--- config.mk ---
export PLATFORM = sky130hd
export DESIGN_NAME = approx_mul_err_accum
export DESIGN_NICKNAME = d
export VERILOG_FILES = /design/src/rtl/approx_mul_err_accum.sv
export SDC_FILE = /design/constraint.sdc
export NUM_CORES = 1
export LEC_CHECK = 0
export BUFFER_PORTS_ARGS = -buffer_cell sky130_fd_sc_hd__clkbuf_2
export CORE_MARGIN = 3
export CORE_UTILIZATION = 30
export CTS_CLUSTER_SIZE = 24
export DETAILED_ROUTE_END_ITERATION = 8
export PLACE_DENSITY_LB_ADDON = 0.05
export SETUP_SLACK_MARGIN = 0.15
export SYNTH_ARGS = -nofsm -noshare
export SYNTH_HDL_FRONTEND = slang
export SYNTH_SLANG_ARGS = --single-unit
--- constraint.sdc ---
create_clock -name clk -period 9.5 [get_ports clk]
set_input_delay 2.375 -clock clk [delete_from_list [all_inputs] [get_ports clk]]
set_output_delay 2.375 -clock clk [all_outputs]
set_load 0.01 [all_outputs]
--- src/rtl/approx_mul_err_accum.sv ---
// Error-statistics accumulator for an approximate WxW multiplier; APPROX_ERR_MSE_EN adds sum_sq_err.
// Latency: 3 edges from accept to visible stats; 1 sample/cycle.
// Backpressure: in_ready only in RUN, dropping once N_SAMPLES are accepted.
module approx_mul_err_accum #(
  parameter int W         = 8,
  parameter int N_SAMPLES = 65536,
  parameter int ACC_W     = 32,
  parameter int CNT_W     = 17,
  parameter int SQ_W      = 48
) (
  input  logic               clk,
  input  logic               rst_n,
  input  logic               start,
  input  logic               in_valid,
  output logic               in_ready,
  input  logic [W-1:0]       in_a,
  input  logic [W-1:0]       in_b,
  input  logic [2*W-1:0]     in_p,
  output logic               busy,
  output logic               done,
  output logic [ACC_W-1:0]   sum_abs_err,
  output logic [2*W-1:0]     max_abs_err,
  output logic [CNT_W-1:0]   err_count,
  output logic [CNT_W-1:0]   sample_count,
  output logic               overflow
`ifdef APPROX_ERR_MSE_EN
  ,
  output logic [SQ_W-1:0]    sum_sq_err
`endif
);

  localparam int PW = 2 * W;
  localparam int SW = ((ACC_W > PW) ? ACC_W : PW) + 1;

  typedef enum logic [1:0] {IDLE, RUN, DRAIN, DONE} state_t;

  state_t           state_q, state_d;
  logic [CNT_W-1:0] acc_cnt_q, acc_cnt_d;
  logic [CNT_W-1:0] acc_cnt_inc;
  logic             accept, start_ok;

  logic             s1_vld_q;
  logic [W-1:0]     s1_a_q, s1_b_q;
  logic [PW-1:0]    s1_p_q;

  logic [PW-1:0]    exact;
  logic [PW:0]      diff;
  logic [PW-1:0]    err_c;

  logic             s2_vld_q, s2_nz_q;
  logic [PW-1:0]    s2_err_q;

  logic [ACC_W-1:0] sum_q, sum_d;
  logic [PW-1:0]    max_q, max_d;
  logic [CNT_W-1:0] errc_q, errc_d, samp_q, samp_d;
  logic             ovf_q, ovf_d;
  logic [SW-1:0]    sum_ext;
  logic [CNT_W:0]   errc_ext, samp_ext;

  assign in_ready    = (state_q == RUN);
  assign accept      = in_valid & in_ready;
  assign start_ok    = start & ((state_q == IDLE) | (state_q == DONE));
  assign acc_cnt_inc = acc_cnt_q + CNT_W'(1);

  always_comb begin
    state_d   = state_q;
    acc_cnt_d = acc_cnt_q;
    case (state_q)
      IDLE, DONE: begin
        if (start_ok) begin
          state_d   = RUN;
          acc_cnt_d = '0;
        end
      end
      RUN: begin
        if (accept) begin
          acc_cnt_d = acc_cnt_inc;
          if (acc_cnt_inc == CNT_W'(N_SAMPLES)) state_d = DRAIN;
        end
      end
      // Stage 1 empty means stage 2 retires on this edge, so stats and done land together.
      DRAIN: begin
        if (!s1_vld_q) state_d = DONE;
      end
      default: state_d = IDLE;
    endcase
  end

  assign exact = PW'(s1_a_q) * PW'(s1_b_q);
  assign diff  = {1'b0, exact} - {1'b0, s1_p_q};
  assign err_c = diff[PW] ? PW'(-diff) : diff[PW-1:0];

`ifdef APPROX_ERR_MSE_EN
  localparam int QW  = 4 * W;
  localparam int QSW = ((SQ_W > QW) ? SQ_W : QW) + 1;
  logic [QW-1:0]   s2_sq_q;
  logic [SQ_W-1:0] sq_q, sq_d;
  logic [QSW-1:0]  sq_ext;
  logic            sq_sat;
  assign sq_ext     = QSW'(sq_q) + QSW'(s2_sq_q);
  assign sq_sat     = |sq_ext[QSW-1:SQ_W];
  assign sum_sq_err = sq_q;
`else
  logic sq_sat;
  assign sq_sat = 1'b0;
`endif

  assign sum_ext  = SW'(sum_q) + SW'(s2_err_q);
  assign errc_ext = {1'b0, errc_q} + {{CNT_W{1'b0}}, s2_nz_q};
  assign samp_ext = {1'b0, samp_q} + (CNT_W + 1)'(1);

  always_comb begin
    sum_d  = sum_q;
    max_d  = max_q;
    errc_d = errc_q;
    samp_d = samp_q;
    ovf_d  = ovf_q;
`ifdef APPROX_ERR_MSE_EN
    sq_d   = sq_q;
`endif
    if (start_ok) begin
      sum_d  = '0;
      max_d  = '0;
      errc_d = '0;
      samp_d = '0;
      ovf_d  = 1'b0;
`ifdef APPROX_ERR_MSE_EN
      sq_d   = '0;
`endif
    end else if (s2_vld_q) begin
      sum_d  = (|sum_ext[SW-1:ACC_W]) ? '1 : sum_ext[ACC_W-1:0];
      max_d  = (s2_err_q > max_q) ? s2_err_q : max_q;
      errc_d = errc_ext[CNT_W] ? '1 : errc_ext[CNT_W-1:0];
      samp_d = samp_ext[CNT_W] ? '1 : samp_ext[CNT_W-1:0];
      ovf_d  = ovf_q | (|sum_ext[SW-1:ACC_W]) | errc_ext[CNT_W] | samp_ext[CNT_W] | sq_sat;
`ifdef APPROX_ERR_MSE_EN
      sq_d   = sq_sat ? '1 : sq_ext[SQ_W-1:0];
`endif
    end
  end

  always_ff @(posedge clk or negedge rst_n) begin
    if (!rst_n) begin
      state_q   <= IDLE;
      acc_cnt_q <= '0;
      s1_vld_q  <= 1'b0;
      s1_a_q    <= '0;
      s1_b_q    <= '0;
      s1_p_q    <= '0;
      s2_vld_q  <= 1'b0;
      s2_err_q  <= '0;
      s2_nz_q   <= 1'b0;
      sum_q     <= '0;
      max_q     <= '0;
      errc_q    <= '0;
      samp_q    <= '0;
      ovf_q     <= 1'b0;
`ifdef APPROX_ERR_MSE_EN
      s2_sq_q   <= '0;
      sq_q      <= '0;
`endif
    end else begin
      state_q   <= state_d;
      acc_cnt_q <= acc_cnt_d;
      s1_vld_q  <= accept;
      if (accept) begin
        s1_a_q <= in_a;
        s1_b_q <= in_b;
        s1_p_q <= in_p;
      end
      s2_vld_q  <= s1_vld_q;
      if (s1_vld_q) begin
        s2_err_q <= err_c;
        s2_nz_q  <= |err_c;
`ifdef APPROX_ERR_MSE_EN
        s2_sq_q  <= QW'(err_c) * QW'(err_c);
`endif
      end
      sum_q     <= sum_d;
      max_q     <= max_d;
      errc_q    <= errc_d;
      samp_q    <= samp_d;
      ovf_q     <= ovf_d;
`ifdef APPROX_ERR_MSE_EN
      sq_q      <= sq_d;
`endif
    end
  end

  assign busy         = (state_q == RUN) | (state_q == DRAIN);
  assign done         = (state_q == DONE);
  assign sum_abs_err  = sum_q;
  assign max_abs_err  = max_q;
  assign err_count    = errc_q;
  assign sample_count = samp_q;
  assign overflow     = ovf_q;

endmodule

==> impl_metrics.tcl <==
set metrics [dict create \
    drv_cap 0 \
    worstMarginPinSlew_ns 1.126 \
    yosys.area_share.simple_pct 16.65 \
    ys_ff_latch 153 \
    max_stage_delay_ns 0.55 \
    required_ns 9.82 \
    cts_tree "yes" \
    h-tree-depth 4 \
    post_cts_resized 0 \
    antenna_cells 0 \
    n_fill_cell 3842 \
    grt_pass1_vias 9138 \
    drc 0 \
    final_common_cell "dfrtp_1" \
    fin_worst_skew_ns 0.01201 \
    status "completed" \
    slew_headroom_pct 24.92 \
    hold_buffers 0 \
    yosys.area.top_type "dfrtp_1" \
    multiInputGateArea_um2 6738 \
    ys_types 68 \
    grt_start_max_net_pins 57 \
    synth_area_leaders "dfrtp_1 (34%), ha_1 (9.3%), fa_1 (9.1%)" \
    final_cells 1813 \
    synth_top_family_by_area "adder cells" \
    cts_root_buf "clkbuf_16" \
    drive_gt1_share_pct 14.65 \
    synthAdderAreaFrac_pct 18.41 \
    die_h_um 199.1 \
    synthMuxAreaShare_pct 4.395 \
    drt-pass1-iter-count 5 \
    postSynthCellCount 1224 \
    rsz0062_at_grt "false" \
    async_flop_share_pct 100.0 \
    synth_area_um2 11190 \
    clockBufferDepth 2 \
    drtAntennaViolNets 0 \
    finalCritPeriodShare_pct 61.75 \
    placed_cells 1781 \
    syn_to_final_growth_pct 15.42 \
    synth_compound_area_share_pct 17.48 \
    num_vias 9119 \
    synth-main-ff-cell "dfrtp_1" \
    startpoint_type "flip-flop" \
    rrSetupSlack_ns 3.63 \
    viasPerCell 5.030 \
    fin_nets 1502 \
    antenna_found_initial 1 \
    post-cts-setup-buffers 0 \
    grt_pass1_wl_um 51350 \
    hp-class "reg2reg" \
    critPathSlowestCell "fa_1" \
    startpoint "s1_a_q[2]$_DFFE_PN0P_" \
    syn-mean-instance-area_um2 9.141 \
    drt-wirelength-per-cell_um 17.26 \
    cp_common_cell "fa_1" \
    endpoint "s2_nz_q$_DFFE_PN0P_" \
    io_pins 122 \
    crit_fanout 9 \
    reg2reg_depth 17 \
    gp_congestion 0.8054 \
    worstSetupEndpointType "flip-flop" \
    hold_depth 1 \
    reg2reg_from "s1_a_q[2]$_DFFE_PN0P_" \
    synth_edf_count 0 \
    utilization_pct 35.19 \
    core_area_um2 36700 \
    fin_setup_tns_ns 0 \
    start_util_pct 30.49 \
    yosysWarnings 0 \
    drtIter0Drc 493 \
    grt.overflow.total 0 \
    fin_crit_ns 5.866 \
    rows 70 \
    syn_nets 1394 \
    yosysSeqAreaShare_pct 34.22 \
    hold_viol_final 0 \
    fmax_mhz 170.5 \
    die_w_um 199.1 \
    regArea_um2 3830 \
    timing.hold.ws_ns 0.4918 \
    port_buffers 121 \
    arrival_ns 6.18 \
    cts.reportedPaths.clkPinSlew_ns 0.07 \
    critPathKind "reg2reg" \
    numClockSinks 153 \
    synth_xor_area_share_pct 3.277 \
    final_cell_mix "dfrtp_1 (152), inv_1 (125), clkbuf_2 (120)" \
    die-area_um2 39650 \
    timing.rr.end "s2_nz_q$_DFFE_PN0P_" \
    numCtsBuffers 17 \
    drt-total-wl_um 31300 \
    hpwl_um 23410 \
    final-max-slew-violation-count 0 \
    setup_viol 0 \
    clk_latency_ns 0.44 \
    path_cells "and2_1 > fa_1 > fa_1 > fa_1 > inv_1 > fa_1 > inv_1 > ha_1 > a211o_1 > a21oi_1 > o22ai_1 > a41oi_1 > nand2_1 > a211oi_1 > o2111ai_1 > nor4_1 > a31oi_1" \
    grt.total_usage_pct 16.37 \
    synth_top_cell_area_share_pct 34.22 \
]
==> cells by family (layout without fill, tap and decap cells) <==
logic type / after synthesis / in the layout
simple gates: 375 / 375
compound gates: 309 / 309
buf+inv: 166 / 287
flops: 153 / 153
fa+ha+maj: 134 / 134
mux: 46 / 46
xor+xnor: 41 / 41
==> Yosys cell counts, types with 3 or more instances <==
cell type    n
a211oi_1    12
a21o_1      15
a21oi_1     70
a311oi_1    11
a31oi_1     32
a41oi_1      3
and2_1      48
and3_1      13
and4_1       8
clkbuf_1    38
dfrtp_1    153
fa_1        51
ha_1        83
inv_1      125
mux2_2      25
mux2i_1     21
nand2_1     99
nand2b_1     5
nand3_1     27
nand4_1     20
nor2_1      93
nor2b_1      6
nor3_1      22
nor3b_1      6
nor4_1      10
o2111ai_1    3
o211a_1      4
o211ai_1     4
o21a_1      15
o21ai_0     84
o21ai_1     11
o21bai_1     7
o31ai_1     10
o41ai_1      3
or3_1        4
or4_1        4
xnor2_1     23
xor2_1      17
==> layout make-up <==
cell class / instances / share of cell area [%]
Sequential cell: 153 / 29.66
Timing Repair Buffer: 129 / 5.203
Clock buffer: 18 / 3.323
Tap cell: 468 / 4.534
Clock inverter: 14 / 1.444
Multi-Input combinational cell: 905 / 52.18
Inverter: 126 / 3.662
==> layer usage <==
metal	vias up	GRT usage, %	part of all wire [%]
met5	-	0	0.042
met4	2	3.436	0.85
met3	17	2.833	3.0
met2	119	26.53	46
met1	4447	23.11	50
li1	4534	-	-
==> metrics by stage <==
step,worst slack (ns),instance area (um2)
6_report,3.634,12910
5_1_grt,3.238,12910
4_1_cts,3.646,12910
3_5_place_dp,3.674,12300
3_3_place_gp,3.614,12300
2_1_floorplan,4.175,11190
==> state kept, by name, indices dropped and copies added, names as in the netlist <==
signal / flops
s1_a_q: 8
s1_vld_q: 1
state_q: 2
s2_err_q: 16
s2_nz_q: 1
s1_p_q: 16
overflow: 1
acc_cnt_q: 17
max_abs_err: 16
s2_vld_q: 1
sum_abs_err: 32
err_count: 17
sample_count: 17
s1_b_q: 8
==> worst max-delay path: cells and delay by family (launching register included) <==
kind            cells  cell delay, ns
compound gates      7            1.69
flops               1            0.51
fa+ha+maj           5            2.48
buf+inv             2            0.09
simple gates        3            0.97
==> how the worst min path moves through the flow <==
| stage | start | end | slack [ns] |
|---|---|---|---|
| finish | overflow$_DFFE_PN0P_ | overflow$_DFFE_PN0P_ | 0.49 |
| global route | overflow$_DFFE_PN0P_ | overflow$_DFFE_PN0P_ | 0.52 |
| CTS | overflow$_DFFE_PN0P_ | overflow$_DFFE_PN0P_ | 0.50 |
| detailed placement | overflow$_DFFE_PN0P_ | overflow$_DFFE_PN0P_ | 0.48 |
| global placement | overflow$_DFFE_PN0P_ | overflow$_DFFE_PN0P_ | 0.47 |
| floorplan | s1_vld_q$_DFF_PN0_ | s2_vld_q$_DFF_PN0_ | 0.40 |
Power is not shown: default switching activity piles up to over one toggle a cycle in this logic, so the estimate is an artifact.
